File: src/rtl/fetch_unit.sv
// Instruction fetch sequencer for a 4096x4 strobed RAM: two nibble reads per instruction, valid/ready to the decoder.
// Define FETCH_STORE_EN to include the nibble store path (ST_SU/ST_WR states, st_* port).
module fetch_unit #(
  parameter int                ADDR_W   = 12,
  parameter logic [ADDR_W-1:0] RESET_PC = '0
) (
  input  logic              clk,
  input  logic              reset_n,
  input  logic              enable,
  input  logic              jump,
  input  logic [ADDR_W-1:0] jump_addr,
  output logic [ADDR_W-1:0] pci,
  output logic              cs_ram,
  output logic              we_ram,
  output logic [3:0]        ram_wdata,
  input  logic [3:0]        ram_rdata,
  output logic [7:0]        instr,
  output logic              instr_valid,
  input  logic              instr_ready,
  output logic [ADDR_W-1:0] pc,
  input  logic              st_req,
  input  logic [ADDR_W-1:0] st_addr,
  input  logic [3:0]        st_data,
  output logic              st_ack
);

`ifdef FETCH_STORE_EN
  typedef enum logic [2:0] {IDLE, SU_OP, RD_OP, SU_ARG, RD_ARG, HOLD, ST_SU, ST_WR} state_t;
`else
  typedef enum logic [2:0] {IDLE, SU_OP, RD_OP, SU_ARG, RD_ARG, HOLD} state_t;
`endif

  state_t            state_reg, state_next;
  logic [ADDR_W-1:0] pc_reg, pc_next;
  logic [ADDR_W-1:0] pci_reg, pci_next;
  logic              cs_reg, cs_next;
  logic [3:0]        opcode_reg, opcode_next;
  logic [7:0]        instr_reg, instr_next;
  logic              valid_reg, valid_next;
  logic              store_go;

`ifdef FETCH_STORE_EN
  logic              we_reg, we_next;
  logic [3:0]        wdata_reg, wdata_next;
  logic              ack_reg, ack_next;

  // A request still held during its own ack cycle must not start a second write.
  assign store_go = st_req && !ack_reg;
`else
  assign store_go = 1'b0;
  logic unused_store;
  assign unused_store = ^{st_req, st_addr, st_data};
`endif

  always_ff @(posedge clk or negedge reset_n) begin
    if (!reset_n) begin
      state_reg  <= IDLE;
      pc_reg     <= RESET_PC;
      pci_reg    <= '0;
      cs_reg     <= 1'b0;
      opcode_reg <= 4'h0;
      instr_reg  <= 8'h00;
      valid_reg  <= 1'b0;
    end else begin
      state_reg  <= state_next;
      pc_reg     <= pc_next;
      pci_reg    <= pci_next;
      cs_reg     <= cs_next;
      opcode_reg <= opcode_next;
      instr_reg  <= instr_next;
      valid_reg  <= valid_next;
    end
  end

`ifdef FETCH_STORE_EN
  always_ff @(posedge clk or negedge reset_n) begin
    if (!reset_n) begin
      we_reg    <= 1'b0;
      wdata_reg <= 4'h0;
      ack_reg   <= 1'b0;
    end else begin
      we_reg    <= we_next;
      wdata_reg <= wdata_next;
      ack_reg   <= ack_next;
    end
  end
`endif

  always_comb begin
    state_next  = state_reg;
    pc_next     = pc_reg;
    pci_next    = pci_reg;
    cs_next     = 1'b0;
    opcode_next = opcode_reg;
    instr_next  = instr_reg;
    valid_next  = valid_reg;
`ifdef FETCH_STORE_EN
    we_next     = 1'b0;
    wdata_next  = wdata_reg;
    ack_next    = 1'b0;
`endif

    case (state_reg)
      IDLE: begin
        if (jump)          pc_next    = jump_addr;
        else if (store_go) begin
`ifdef FETCH_STORE_EN
          state_next = ST_SU;
`endif
        end
        else if (enable)   state_next = SU_OP;
      end
      SU_OP, SU_ARG: begin
        if (jump) begin
          pc_next    = jump_addr;
          state_next = IDLE;
        end else begin
          state_next = (state_reg == SU_OP) ? RD_OP : RD_ARG;
        end
      end
      RD_OP: begin
        if (jump) begin
          pc_next    = jump_addr;
          state_next = IDLE;
        end else begin
          opcode_next = ram_rdata;
          state_next  = SU_ARG;
        end
      end
      RD_ARG: begin
        if (jump) begin
          pc_next    = jump_addr;
          state_next = IDLE;
        end else begin
          instr_next = {opcode_reg, ram_rdata};
          valid_next = 1'b1;
          pc_next    = pc_reg + ADDR_W'(2);
          state_next = HOLD;
        end
      end
      HOLD: begin
        // A jump discards the held instruction, but a same-cycle ready still consumed it.
        if (jump) begin
          valid_next = 1'b0;
          pc_next    = jump_addr;
          state_next = IDLE;
        end else if (instr_ready) begin
          valid_next = 1'b0;
          if (store_go) begin
`ifdef FETCH_STORE_EN
            state_next = ST_SU;
`endif
          end
          else if (enable) state_next = SU_OP;
          else             state_next = IDLE;
        end
      end
`ifdef FETCH_STORE_EN
      ST_SU: begin
        if (jump) pc_next = jump_addr;
        state_next = ST_WR;
      end
      ST_WR: begin
        if (jump) pc_next = jump_addr;
        ack_next   = 1'b1;
        state_next = IDLE;
      end
`endif
      default: state_next = IDLE;
    endcase

    // Bus outputs are registered from the state being entered so they are stable for the whole cycle.
    case (state_next)
      SU_OP:         pci_next = pc_reg;
      SU_ARG:        pci_next = pc_reg + ADDR_W'(1);
      RD_OP, RD_ARG: cs_next  = 1'b1;
`ifdef FETCH_STORE_EN
      ST_SU: begin
        pci_next   = st_addr;
        wdata_next = st_data;
        we_next    = 1'b1;
      end
      ST_WR: begin
        cs_next = 1'b1;
        we_next = 1'b1;
      end
`endif
      default: ;
    endcase
  end

  assign pc          = pc_reg;
  assign pci         = pci_reg;
  assign cs_ram      = cs_reg;
  assign instr       = instr_reg;
  assign instr_valid = valid_reg;

`ifdef FETCH_STORE_EN
  assign we_ram    = we_reg;
  assign ram_wdata = wdata_reg;
  assign st_ack    = ack_reg;
`else
  assign we_ram    = 1'b0;
  assign ram_wdata = 4'h0;
  assign st_ack    = 1'b0;
`endif

endmodule

File: config.mk
export PLATFORM = sky130hd
export DESIGN_NAME = fetch_unit
export DESIGN_NICKNAME = d
export VERILOG_FILES = /design/src/rtl/fetch_unit.sv
export SDC_FILE = /design/constraint.sdc
export NUM_CORES = 1
export LEC_CHECK = 0
export BUFFER_PORTS_ARGS = -buffer_cell sky130_fd_sc_hd__buf_2
export CAP_MARGIN = 10
export CORE_AREA = 2 2 69 71
export CTS_BUF_LIST = sky130_fd_sc_hd__clkbuf_2 sky130_fd_sc_hd__clkbuf_4 sky130_fd_sc_hd__clkbuf_8
export DETAILED_ROUTE_END_ITERATION = 7
export DIE_AREA = 0 0 71 73
export PLACE_DENSITY = 0.81
export SYNTH_ARGS = -nofsm -noshare
export SYNTH_HDL_FRONTEND = slang
export SYNTH_SLANG_ARGS = --single-unit
export TNS_END_PERCENT = 100
File: constraint.sdc
create_clock -name clk -period 2.46 [get_ports clk]
set_input_delay 0.369 -clock clk [delete_from_list [all_inputs] [get_ports clk]]
set_output_delay 0.369 -clock clk [all_outputs]
set_load 0.01 [all_outputs]
==> impl_metrics.tcl <==
set metrics [dict create \
    status "finished clean" \
    drv_slew 0 \
    synth_cells 231 \
    ctsLongestPathBuffers 2 \
    synth.distinct_cells 47 \
    cts_tree "done" \
    cts.clk_slew.worst_paths_ps 80 \
    grt_max_degree 42 \
    timing.slew.headroom 0.3914 \
    grt_use_total 0.2085 \
    crit_chain "or4b_4 > nor4_1 > xor2_1 > mux2_2" \
    crit_path_start_kind "flip-flop" \
    cts_buffers 5 \
    async_reset_ff_frac 1.000 \
    syn_area_per_cell_um2 9.793 \
    layout-drive-gt1-share 0.3167 \
    dp.cells 327 \
    total_leakage_power_uw 0.001201 \
    fmax_ghz 0.4950 \
    max_cap_viol_count 0 \
    layout.cells.non_filler 335 \
    slowest_delay_ps 620 \
    antenna_left 0 \
    die_w_um 71 \
    synth_warnings 0 \
    grt_remaining_overflow 0 \
    die_area_mm2 0.005183 \
    drt_pass1_iterations 4 \
    fill_cells 382 \
    worstPathRequired_ps 2650 \
    grt_pass1_wl_um 8562 \
    fin_setup_tns_ps 0 \
    cts.repair.resized 0 \
    core.rowCount 25 \
    critical_path_class "reg2reg" \
    wirelength_um 5150 \
    area_growth_pct 16.37 \
    end_kind "flip-flop" \
    die_h_um 73 \
    timing.hold.ws_ps 199.6 \
    drt_iter0_drc 251 \
    cts-root-buf "clkbuf_8" \
    synth_edf_count 0 \
    worst_path_max_delay_cell "or4b_4" \
    antenna_found_initial 0 \
    hp-class "in2async" \
    ios 78 \
    tightest_slew_ps 912.9 \
    synthFlopType "dfrtp_1" \
    cts_post_setup_buffers_inserted 0 \
    ys_ff_latch 41 \
    hold_viol_final 0 \
    viasPerCell 5.743 \
    syn_area_mm2 0.002262 \
    synth_area_leaders "dfrtp_1 45%, mux2_2 7.0%, nand2_1 4.0%, o21ai_0 2.9%, nand4_1 2.8%" \
    ys_seq_area_frac 0.4535 \
    finalSetupViolCount 0 \
    ir_drop_mv 0.3219 \
    crit_start "state_reg[1]" \
    fin_nets 320 \
    num_vias 1924 \
    fin_worst_skew_ps 3.173 \
    finalCritPeriodShare 0.8213 \
    rr_startpoint "state_reg[1]" \
    gpl.final_weighted_congestion 0.9185 \
    p_per_area_mw_per_mm2 821.5 \
    synth_top_cell_by_area "dfrtp_1" \
    clk_latency_ps 300 \
    synth_top_area_frac 0.4535 \
    clock_sinks 41 \
    initial_core_util 0.4988 \
    crit_arrival_ps 2210 \
    wire_per_inst_um 15.37 \
    cts_max_level 2 \
    core_mm2 0.004536 \
    port_buffers 54 \
    ys_top_cells_by_count "41 x dfrtp_1, 24 x nand2_1, 14 x mux2_2" \
    grt_pass1_vias 1757 \
    rsz0062_at_grt "false" \
    fin_crit_ps 2020 \
    synth.most_common_cell "dfrtp_1" \
    path_max_fanout 12 \
    antenna_cells 0 \
    place_hpwl_um 3648 \
    drc 0 \
    hold_buffers 0 \
]
==> per-stage QoR <==
step / util / setup WS, ps / total power [µW] / cell area [µm²]
CTS: 0.5804 / 425.5 / 2179 / 2633
detailed placement: 0.5581 / 385.1 / 1693 / 2531
floorplan: - / 696.1 / 1427 / 2281
finish: 0.5804 / 439.7 / 2163 / 2633
global route: 0.5804 / 327.5 / 2298 / 2633
global placement: 0.5581 / 386.7 / 1657 / 2531
==> cells in the final DEF, fill, tap and decap left out, types with 3 or more instances in the layout <==
cell,netlist,final
a21oi_1,10,10
nor2b_1,3,3
xnor2_1,6,6
a2bb2oi_1,5,5
nor2_1,9,9
inv_1,9,9
a22oi_1,4,4
o21ai_0,13,13
nand2_1,24,24
buf_2,4,54
nand3_1,10,10
a31oi_1,3,3
buf_4,6,5
clkbuf_8,0,7
and2_1,4,4
nand4_1,10,10
dfrtp_1,41,41
a21o_1,3,3
o22ai_1,5,5
mux2_2,14,14
conb_1,1,6
and3_1,4,4
==> final cells by class <==
class                   count  area, µm²  share of cell area
flip-flops and latches     41       1026              0.3897
clock buffers               7      96.34             0.03660
repair buffers             59      307.8              0.1169
clock inverters             1      5.005            0.001901
well taps                  54      67.56             0.02567
multi-input cells         164       1096              0.4164
inverters                   9      33.78             0.01283
==> final timing paths <==
| check | end | slack [ps] | cells past startpoint |
|---|---|---|---|
| min in group clk | opcode_reg[2] | 270 | 3 |
| worst min register to register | opcode_reg[2] | 480 | 2 |
| worst min-delay path | cs_ram | 200 | 1 |
| worst max-delay path | pci[11] | 440 | 4 |
| worst max register to register | pci[11] | 440 | 4 |
| max in group asynchronous | pc[8] | 1690 | 1 |
==> where the power goes <==
group | switching, µW | internal (µW) | leakage (µW)
combinational | 339 | 320 | 0.000664
sequential | 148 | 866 | 0.000483
clock | 235 | 254 | 0.0000542
total | 723 | 1440 | 0.00120
==> critical path: cells and delay by family, from the launching register on <==
| family | cells | cell delay [ps] |
|---|---|---|
| flops | 1 | 520 |
| xor+xnor | 1 | 110 |
| simple gates | 2 | 1010 |
| mux | 1 | 270 |
==> cell families after synthesis <==
kind of cell	Yosys count	synth area share
mux	16	0.08075
flops	41	0.4535
fa+ha+maj	2	0.01106
compound gates	57	0.1715
xor+xnor	7	0.02710
other cells	1	0.001658
simple gates	76	0.1842
buf+inv	31	0.07024
==> per-layer routing <==
metal	track usage	part of all wire	wire length, µm
met5	0	0	0
met4	0.08176	0.022	114
met3	0.04144	0.060	310
met2	0.3188	0.47	2442
met1	0.2934	0.44	2282
(Power assumes the default switching activity.)
